==> src/rtl/poly_sweep_driver_pkg.sv <==
// Shared constants for the quadratic-solver sweep driver.
// State codes, datapath widths and the sweep step helper.
package poly_sweep_driver_pkg;

  localparam int X_W = 8;
  localparam int D_W = 16;

  localparam logic [2:0] ST_IDLE  = 3'd0;
  localparam logic [2:0] ST_ISSUE = 3'd1;
  localparam logic [2:0] ST_WAIT  = 3'd2;
  localparam logic [2:0] ST_DONE  = 3'd3;
  localparam logic [2:0] ST_ERROR = 3'd4;

  // Two guard bits so cur_x + step never wraps before the range check.
  function automatic logic signed [X_W+1:0] sweep_next(
    input logic signed [X_W-1:0] x,
    input logic        [X_W-1:0] step
  );
    return $signed({{2{x[X_W-1]}}, x}) + $signed({2'b00, step});
  endfunction

endpackage

==> src/rtl/poly_sweep_driver_timeout.sv <==
// Cycle counter that flags a solver request left unanswered too long.
// clear restarts the count; enable adds the current cycle.
module sweep_timeout_ctr #(
  parameter int TIMEOUT_CYCLES = 64
) (
  input  logic clock,
  input  logic reset,
  input  logic clear,
  input  logic enable,
  output logic expired
);

  localparam int W = (TIMEOUT_CYCLES > 2) ? $clog2(TIMEOUT_CYCLES) : 2;
  localparam logic [W-1:0] LAST = W'(TIMEOUT_CYCLES - 1);

  logic [W-1:0] cnt;

  always_ff @(posedge clock or negedge reset) begin
    if (!reset) begin
      cnt <= '0;
    end else if (clear) begin
      cnt <= W'(enable);
    end else if (enable && !expired) begin
      cnt <= cnt + 1'b1;
    end
  end

  assign expired = (cnt == LAST);

endmodule

==> src/rtl/poly_sweep_driver.sv <==
// Sweeps x over a range, issuing one quadratic-solver request per point
// and handing each result downstream through a one-entry output register.
module poly_sweep_driver
  import poly_sweep_driver_pkg::*;
#(
  parameter int TIMEOUT_CYCLES = 64,
  parameter int CNT_W          = 9
) (
  input  logic             clock,
  input  logic             reset,
  input  logic             go,
  input  logic [X_W-1:0]   x_first,
  input  logic [X_W-1:0]   x_last,
  input  logic [X_W-1:0]   x_step,
  input  logic [D_W-1:0]   coef_a,
  input  logic [D_W-1:0]   coef_b,
  input  logic [D_W-1:0]   coef_c,
  output logic             s_start,
  output logic [X_W-1:0]   s_x,
  output logic [D_W-1:0]   s_a,
  output logic [D_W-1:0]   s_b,
  output logic [D_W-1:0]   s_c,
  input  logic             s_ready,
  input  logic             s_valid,
  input  logic [D_W-1:0]   s_result,
  output logic             out_valid,
  input  logic             out_ack,
  output logic [D_W-1:0]   out_data,
  output logic [X_W-1:0]   out_x,
  output logic             busy,
  output logic             done,
  output logic             error,
  output logic [CNT_W-1:0] count
);

  logic [2:0] state;
  logic signed [X_W-1:0] cur_x;
  logic signed [X_W-1:0] last_x;
  logic [X_W-1:0] step;
  logic signed [X_W+1:0] next_x;
  logic reg_free;
  logic launch;
  logic capture;
  logic expired;
  logic finish;

  assign reg_free = !out_valid || out_ack;
  assign launch   = (state == ST_ISSUE) && s_ready && reg_free;
  assign capture  = (state == ST_WAIT) && s_valid;
  assign next_x   = sweep_next(cur_x, step);
  assign finish   = (step == '0) || (next_x > last_x)
                 || (next_x > 10'sd127);

  assign s_start = launch;
  assign s_x     = cur_x;
  assign busy    = (state == ST_ISSUE) || (state == ST_WAIT)
                || (state == ST_DONE);
  assign done    = (state == ST_DONE) && reg_free;

  sweep_timeout_ctr #(
    .TIMEOUT_CYCLES(TIMEOUT_CYCLES)
  ) u_tmo (
    .clock  (clock),
    .reset  (reset),
    .clear  (launch),
    .enable (launch || (state == ST_WAIT)),
    .expired(expired)
  );

  always_ff @(posedge clock or negedge reset) begin
    if (!reset) begin
      state     <= ST_IDLE;
      cur_x     <= '0;
      last_x    <= '0;
      step      <= '0;
      s_a       <= '0;
      s_b       <= '0;
      s_c       <= '0;
      out_valid <= 1'b0;
      out_data  <= '0;
      out_x     <= '0;
      count     <= '0;
      error     <= 1'b0;
    end else begin
      if (capture) begin
        out_valid <= 1'b1;
        out_data  <= s_result;
        out_x     <= cur_x;
        if (count != '1) count <= count + 1'b1;
      end else if (out_ack) begin
        out_valid <= 1'b0;
      end

      case (state)
        ST_IDLE, ST_ERROR: begin
          if (go) begin
            cur_x  <= x_first;
            last_x <= x_last;
            step   <= x_step;
            s_a    <= coef_a;
            s_b    <= coef_b;
            s_c    <= coef_c;
            count  <= '0;
            error  <= 1'b0;
            if ($signed(x_first) > $signed(x_last)) state <= ST_DONE;
            else state <= ST_ISSUE;
          end
        end
        ST_ISSUE: begin
          if (launch) state <= ST_WAIT;
        end
        ST_WAIT: begin
          if (s_valid) begin
            if (finish) begin
              state <= ST_DONE;
            end else begin
              cur_x <= next_x[X_W-1:0];
              state <= ST_ISSUE;
            end
          end else if (expired) begin
            error <= 1'b1;
            state <= ST_ERROR;
          end
        end
        ST_DONE: begin
          if (reg_free) state <= ST_IDLE;
        end
        default: state <= ST_IDLE;
      endcase
    end
  end

endmodule

==> config.mk <==
export PLATFORM = sky130hd
export DESIGN_NAME = poly_sweep_driver
export DESIGN_NICKNAME = d
export VERILOG_FILES = /design/src/rtl/poly_sweep_driver_pkg.sv /design/src/rtl/poly_sweep_driver_timeout.sv /design/src/rtl/poly_sweep_driver.sv
export SDC_FILE = /design/constraint.sdc
export NUM_CORES = 1
export LEC_CHECK = 0
export BUFFER_PORTS_ARGS = -buffer_cell sky130_fd_sc_hd__buf_2
export CAP_MARGIN = 0
export CELL_PAD_IN_SITES_DETAIL_PLACEMENT = 1
export CELL_PAD_IN_SITES_GLOBAL_PLACEMENT = 2
export CORE_ASPECT_RATIO = 0.5
export CORE_MARGIN = 10
export CORE_UTILIZATION = 29
export CTS_CLUSTER_SIZE = 8
export DETAILED_ROUTE_END_ITERATION = 8
export PLACE_DENSITY_LB_ADDON = 0.1
export SLEW_MARGIN = 40
export SYNTH_ARGS = -nofsm -noshare
export SYNTH_HDL_FRONTEND = slang
export SYNTH_SLANG_ARGS = --single-unit
==> constraint.sdc <==
create_clock -name clock -period 4.2 [get_ports clock]
set_input_delay 0.84 -clock clock [delete_from_list [all_inputs] [get_ports clock]]
set_output_delay 0.84 -clock clock [all_outputs]
set_load 0.01 [all_outputs]
After elaboration in Yosys (flattened, before gate mapping)
Index checks and enable logic that the tools add are counted.
{ "op_classes": {"n_addsub": 3, "n_mul": 0, "div_mod_pow": 0, "magnitude_cmp": 3, "eq_ne": 14, "shift": 0, "n_mux": 24, "bitwise_logic": 0, "n_reduce_logical": 23} }
{ "ops": {"columns": ["cell", "n"], "rows": [
  ["$mux 9", 4],
  ["$mux 8", 3],
  ["$pmux 8 s2", 1],
  ["$mux 3", 5],
  ["$mux 6", 2],
  ["$ne 2x2->1 const B", 6],
  ["$pmux 3 s4", 1],
  ["$reduce_and 4->1", 3],
  ["$add 8x9->10", 1],
  ["$gt 10x8->1", 1],
  ["$gt 10x8->1 const B", 1],
  ["$add 9x1->9 const B", 1],
  ["$ne 9x9->1 const B", 1],
  ["$gt 8x8->1", 1],
  ["$logic_not 8->1", 1],
  ["$add 6x1->6 const B", 1],
  ["$eq 3x2->1 const B", 2],
  ["$eq 6x6->1 const B", 1],
  ["$logic_or 1x1->1", 6],
  ["$reduce_bool 2->1", 3],
  ["$logic_and 1x1->1", 5],
  ["$mux 1", 5],
  ["$mux 2", 2],
  ["$eq 3x1->1 const B", 1],
  ["other kinds (8)", 9]
]} }
{ "word_totals": {"register_bits": 116, "latchBits": 0, "ram_bits": 0, "romBits": 0, "inputBits": 94, "out_inout_bits": 94, "wordCells": 80, "n_memories": 0} }

Longest topological paths before layout
{ "logic_depth": {"depth_word": 7, "depth_mapped": 17, "mapped_depth_nobuf": 16} }

Modules after synthesis
A second synthesis with hierarchy kept.
{ "hier_totals": {"hier_cells": 596, "area_unflattened_um2": 5765.5} }
{ "by_module_without_submodules": {"columns": ["module", "instances", "cells_per_inst", "area_per_inst_um2", "seq_area_each_um2"], "rows": [
  ["poly_sweep_driver", 1, 558, 5393.9, 2752.6],
  ["sweep_timeout_ctr", 1, 38, 371.6, 150.1]
]} }

Worst setup path after synthesis
No wires, ideal clock.
{ "synth_timing": {"path_kind": "reg2reg", "from": "register cur_x[0], in the netlist s_x[0]", "to": "register cur_x[0], in the netlist s_x[0]", "setup_time_ns": 0.125, "arrival_ns": 3.459, "required_ns": 4.075, "path_slack_ns": 0.616, "path_stages_with_launch": 18, "n_path_buf": 1, "synth_period_minus_slack_ns": 3.584, "path_cell_list": "dfrtp_1 > ha_1 > fa_1 > a211oi_1 > o21ai_0 > a21oi_1 > nor2_1 > nor2_1 > xnor2_1 > ha_1 > nand4_1 > nor2_1 > o31ai_1 > a221o_1 > nand3_1 > o31a_1 > buf_6 > mux2_4"} }
{ "synth_via": {"elab_chain_cells": 6, "word_cells_on_any_way": 10, "classes_between": "add/sub (1); order compare (2); eq/ne (1); mux (3); reduce/logical (3)"} }
{ "synth_rtl": {"columns": ["element", "line_no", "rtl"], "rows": [
  ["from (decl)", "poly_sweep_driver.sv:37", "logic signed [X_W-1:0] cur_x;"],
  ["from (signal assigned)", "poly_sweep_driver.sv:97", "cur_x <= x_first;"],
  ["from (signal assigned)", "poly_sweep_driver.sv:117", "cur_x <= next_x[X_W-1:0];"],
  ["$add 8x9->10 (*)", "poly_sweep_driver_pkg.sv:19", "return $signed({{2{x[X_W-1]}}, x}) + $signed({2'b00, step});"],
  ["$gt 10x8->1", "poly_sweep_driver.sv:51", "assign finish = (step == '0) || (next_x > last_x)"],
  ["$logic_or 1x1->1", "poly_sweep_driver.sv:51", null],
  ["$logic_or 1x1->1", "poly_sweep_driver.sv:52", "|| (next_x > 10'sd127);"],
  ["$ne 2x2->1 (no line)", null, null],
  ["$reduce_and 4->1 (no line)", null, null]
]} }
Mark *: on every way between the ends. The rest lies on a longest branch, timed or not. The select of a mux whose other input is x is not followed.
A chain may end at the register's enable or synchronous reset.

Final worst setup path
{ "layout_timing": {"from": "register cur_x[0], in the netlist s_x[0]", "to": "register cur_x[5], in the netlist s_x[5]"} }
The elaborated chain is that of the path after synthesis.

==> results.sh <==
export IMPL_clock_fmax_mhz=257
export IMPL_finClkSkew_ns=0.00848
export IMPL_postLayoutCoreUtil=0.395
export IMPL_routed_via_density=4.40
export IMPL_slowest_stage="o31a_4"
export IMPL_drc_errors=0
export IMPL_setup_violations=0
export IMPL_sequentialPowerShare=0.309
export IMPL_hp_class="in -> async"
export IMPL_synth_compound_area_frac=0.0705
export IMPL_synth_main_ff_cell="dfrtp_1"
export IMPL_place_ws_ns=0.0195
export IMPL_syn_area_per_cell_sq_um=8.88
export IMPL_synth_edff_count=0
export IMPL_cp_cell_sequence="ha_1 -> fa_1 -> a211oi_1 -> o21ai_0 -> a21oi_2 -> nor2_1 -> nor2_1 -> xnor2_1 -> ha_1 -> nand2_1 -> o21ai_0 -> nor4_1 -> a221o_1 -> nand3_1 -> o31a_4 -> mux2_4"
export IMPL_die_area_sq_um=25300
export IMPL_syn_nets=746
export IMPL_die_y_microns=118
export IMPL_rows=35
export IMPL_required_ns=4.49
export IMPL_path_class="reg -> reg"
export IMPL_cp_end_kind="flop"
export IMPL_syn_to_final_growth_pct=32.7
export IMPL_fin_crit_ns=3.89
export IMPL_overflow=0
export IMPL_cts_sinks=116
export IMPL_gp_congestion=0.772
export IMPL_num_vias=4774
export IMPL_core_sq_um=18600
export IMPL_port_buffer_count=187
export IMPL_first_pass_iters=4
export IMPL_fin_area_sq_um=7330
export IMPL_p_leak_nw=4.06
export IMPL_cp_max_fo=8
export IMPL_grt_pass1_vias=5331
export IMPL_cts_tree="done"
export IMPL_clkPwrFrac=0.228
export IMPL_hpwl_mm=13.8
export IMPL_wl_mm=18.4
export IMPL_power_density_nw_per_um2=843
export IMPL_pin_count=188
export IMPL_grt_pass1_wl_mm=30.0
export IMPL_top_usage_layer="met2"
export IMPL_gr_usage_met2=0.241
export IMPL_met3_usage=0.0621
export IMPL_p_comb_frac=0.463
export IMPL_final_layout_size_suffix_gt1_frac=0.282
export IMPL_grt_usage=0.148
export IMPL_place_area_sq_um=6750
export IMPL_grt_max_degree=70
export IMPL_synth_top_family_by_area="simple AND/OR/NAND/NOR gates"
export IMPL_synth_warnings=0
export IMPL_vdd_drop_max_mv=0.273
export IMPL_drt_iter0_markers=139
export IMPL_final_nets=934
export IMPL_slew_viol_final=0
export IMPL_rsz0062_at_grt="no"
export IMPL_antenna_found_initial=4
export IMPL_synth_mux_area_frac=0.0319
export IMPL_ctsHtreeMaxLevel=4
export IMPL_seq_area_frac_synth=0.526
export IMPL_drt_antenna_violating_nets=0
export IMPL_tightestPinTransition_ns=0.697
export IMPL_post_route_period_util=0.927
export IMPL_clkTransAtPathRegs_ns=0.06
export IMPL_path_delay_family="compound AO/OA/AOI/OAI gates"
export IMPL_nFillCells=2252
export IMPL_cts_root_buf="clkbuf_16"
export IMPL_synth_simple_area_share=0.241
export IMPL_syn_instance_count=622
export IMPL_ys_seq_elements=116
export IMPL_wl_per_cell_microns=16.9
export IMPL_clockBufferDepth=2
export IMPL_met1_usage=0.174
export IMPL_netSwitchingFraction=0.411
export IMPL_status="complete, no violations"
export IMPL_cts_made_buffers=17
export IMPL_synth_xor_area_share=0.0270
export IMPL_max_stage_delay_ns=0.44
export IMPL_worstSetupStartpointType="flop"
export IMPL_async_flop_share=1.00
export IMPL_worstSkewPairLatency_ns=0.41
export IMPL_hold_viol=0
export IMPL_synth_adder_area_share=0.0693
export IMPL_p_total_mw=6.18
export IMPL_setup_ws_ns=0.305
export IMPL_path_buf_inv=0
export IMPL_netlist_area_sq_um=5520
export IMPL_ys_types=44
export IMPL_relSlewSlack=0.535
export IMPL_power_switching_mw=2.54
export IMPL_setup_tns_ns=0
export IMPL_arrival_ns=4.19
export IMPL_initial_core_util=0.297
export IMPL_p_int_mw=3.64
export IMPL_maxCapViolCount=0
export IMPL_die_w_microns=215
-- repair_timing --
action / CTS / global route
setup endpoints to repair: 3 / 8
hold buffers: 0 / 0
resized for setup: 1 / 2
setup buffers: 0 / 0
-- metal layers --
metal	vias up	part of all wire
met5	-	0.00071
met4	2	0.0080
met3	17	0.073
met2	99	0.47
met1	2269	0.45
li1	2387	-
-- metrics by stage --
stage | std cells | hold WS, ns
global route | 1082 | 0.486
global placement | 1050 | 0.452
finish | 1085 | 0.451
detailed placement | 1050 | 0.457
CTS | 1082 | 0.469
floorplan | 622 | 0.452
-- worst register-to-register path: stages (launching register included) --
cell and delay, ns:
dfrtp_1 0.41, ha_1 0.24, fa_1 0.43, a211oi_1 0.27, o21ai_0 0.19, a21oi_2 0.23
nor2_1 0.06, nor2_1 0.12, xnor2_1 0.14, ha_1 0.29, nand2_1 0.08, o21ai_0 0.08
nor4_1 0.19, a221o_1 0.19, nand3_1 0.11, o31a_4 0.44, mux2_4 0.32
-- layout by cell type, fill, tap and decap left out, types with 4 or more instances in the layout --
cell type,netlist,final
and3_1,5,5
nand2b_1,4,4
nor2_1,30,29
mux2i_1,12,12
dfrtp_1,116,116
clkbuf_1,21,4
xnor2_1,7,7
a21oi_1,19,18
xor2_1,10,10
nor3_1,6,6
buf_4,0,6
nand2_1,264,263
buf_2,2,186
inv_1,25,25
ha_1,29,29
clkbuf_16,0,17
clkinv_2,0,6
nand4_1,6,6
o21ai_0,24,24
-- flip-flops by register name, summed over array words and instances (netlist names) --
name,count
s_x,8
step,8
out_valid,1
count,9
state,3
out_data,16
error,1
s_b,16
s_c,16
u_tmo.cnt,6
s_a,16
last_x,8
out_x,8
-- worst paths after layout --
check                      startpoint  endpoint  slack (ns)  cells after the start
setup reg to reg               s_x[0]    s_x[5]        0.31                     16
min in group clock            s_b[11]   s_b[11]        0.46                      2
setup / recovery               s_x[0]    s_x[5]        0.31                     16
max in group asynchronous       reset  out_x[4]        2.90                      2
hold reg to reg               s_b[11]   s_b[11]        0.46                      2
hold / removal                  reset    s_c[2]        0.45                      1
-- cell type report --
type / count / area [sq um] / area share
antenna: 3 / 7.51 / 0.00102
clock buffer: 22 / 454 / 0.0620
clock inverter: 10 / 108 / 0.0147
inverter: 25 / 93.8 / 0.0128
multi-input combinational: 457 / 2440 / 0.334
sequential: 116 / 2900 / 0.396
tap: 259 / 324 / 0.0442
timing repair buffer: 193 / 996 / 0.136
-- synthesized netlist by cell type (2+ instances only) --
master | n | area share
a311oi_1 | 2 | 0.0032
dfrtp_1 | 116 | 0.53
mux2i_1 | 12 | 0.022
clkbuf_1 | 21 | 0.014
and3_1 | 5 | 0.0057
o211ai_1 | 3 | 0.0041
nand4_1 | 6 | 0.0068
nor2b_1 | 2 | 0.0023
a21oi_1 | 19 | 0.017
nor2_1 | 30 | 0.020
nor3_1 | 6 | 0.0054
mux2_4 | 3 | 0.0082
xnor2_1 | 7 | 0.011
a21o_1 | 2 | 0.0027
a211oi_1 | 3 | 0.0041
buf_2 | 2 | 0.0018
nand2_1 | 264 | 0.18
nand2b_1 | 4 | 0.0045
xor2_1 | 10 | 0.016
o21ai_0 | 24 | 0.022
and2_1 | 2 | 0.0023
inv_1 | 25 | 0.017
ha_1 | 29 | 0.066
nand3_1 | 3 | 0.0027
nor4_1 | 3 | 0.0034
-- power by group through the flow --
stage	Clock [mW]	Sequential, mW	Combinational, mW
CTS	1.45	1.92	2.93
global placement	0	1.90	2.86
global route	1.51	1.99	3.31
floorplan	0	2.06	1.71
detailed placement	0	1.93	2.91
finish	1.41	1.91	2.86
-- kinds of logic (layout without fill, tap and decap cells) --
| logic type | after synthesis | in the layout |
|---|---|---|
| muxes | 16 | 16 |
| other | 0 | 3 |
| AOI/OAI and AO/OA | 64 | 64 |
| and+or+nand+nor | 330 | 330 |
| buffers and inverters | 49 | 250 |
| adders and majority gates | 30 | 30 |
| xor gates and xnor gates | 17 | 17 |
| DFF | 116 | 116 |
Note: power is estimated with default switching activity, not from simulation.
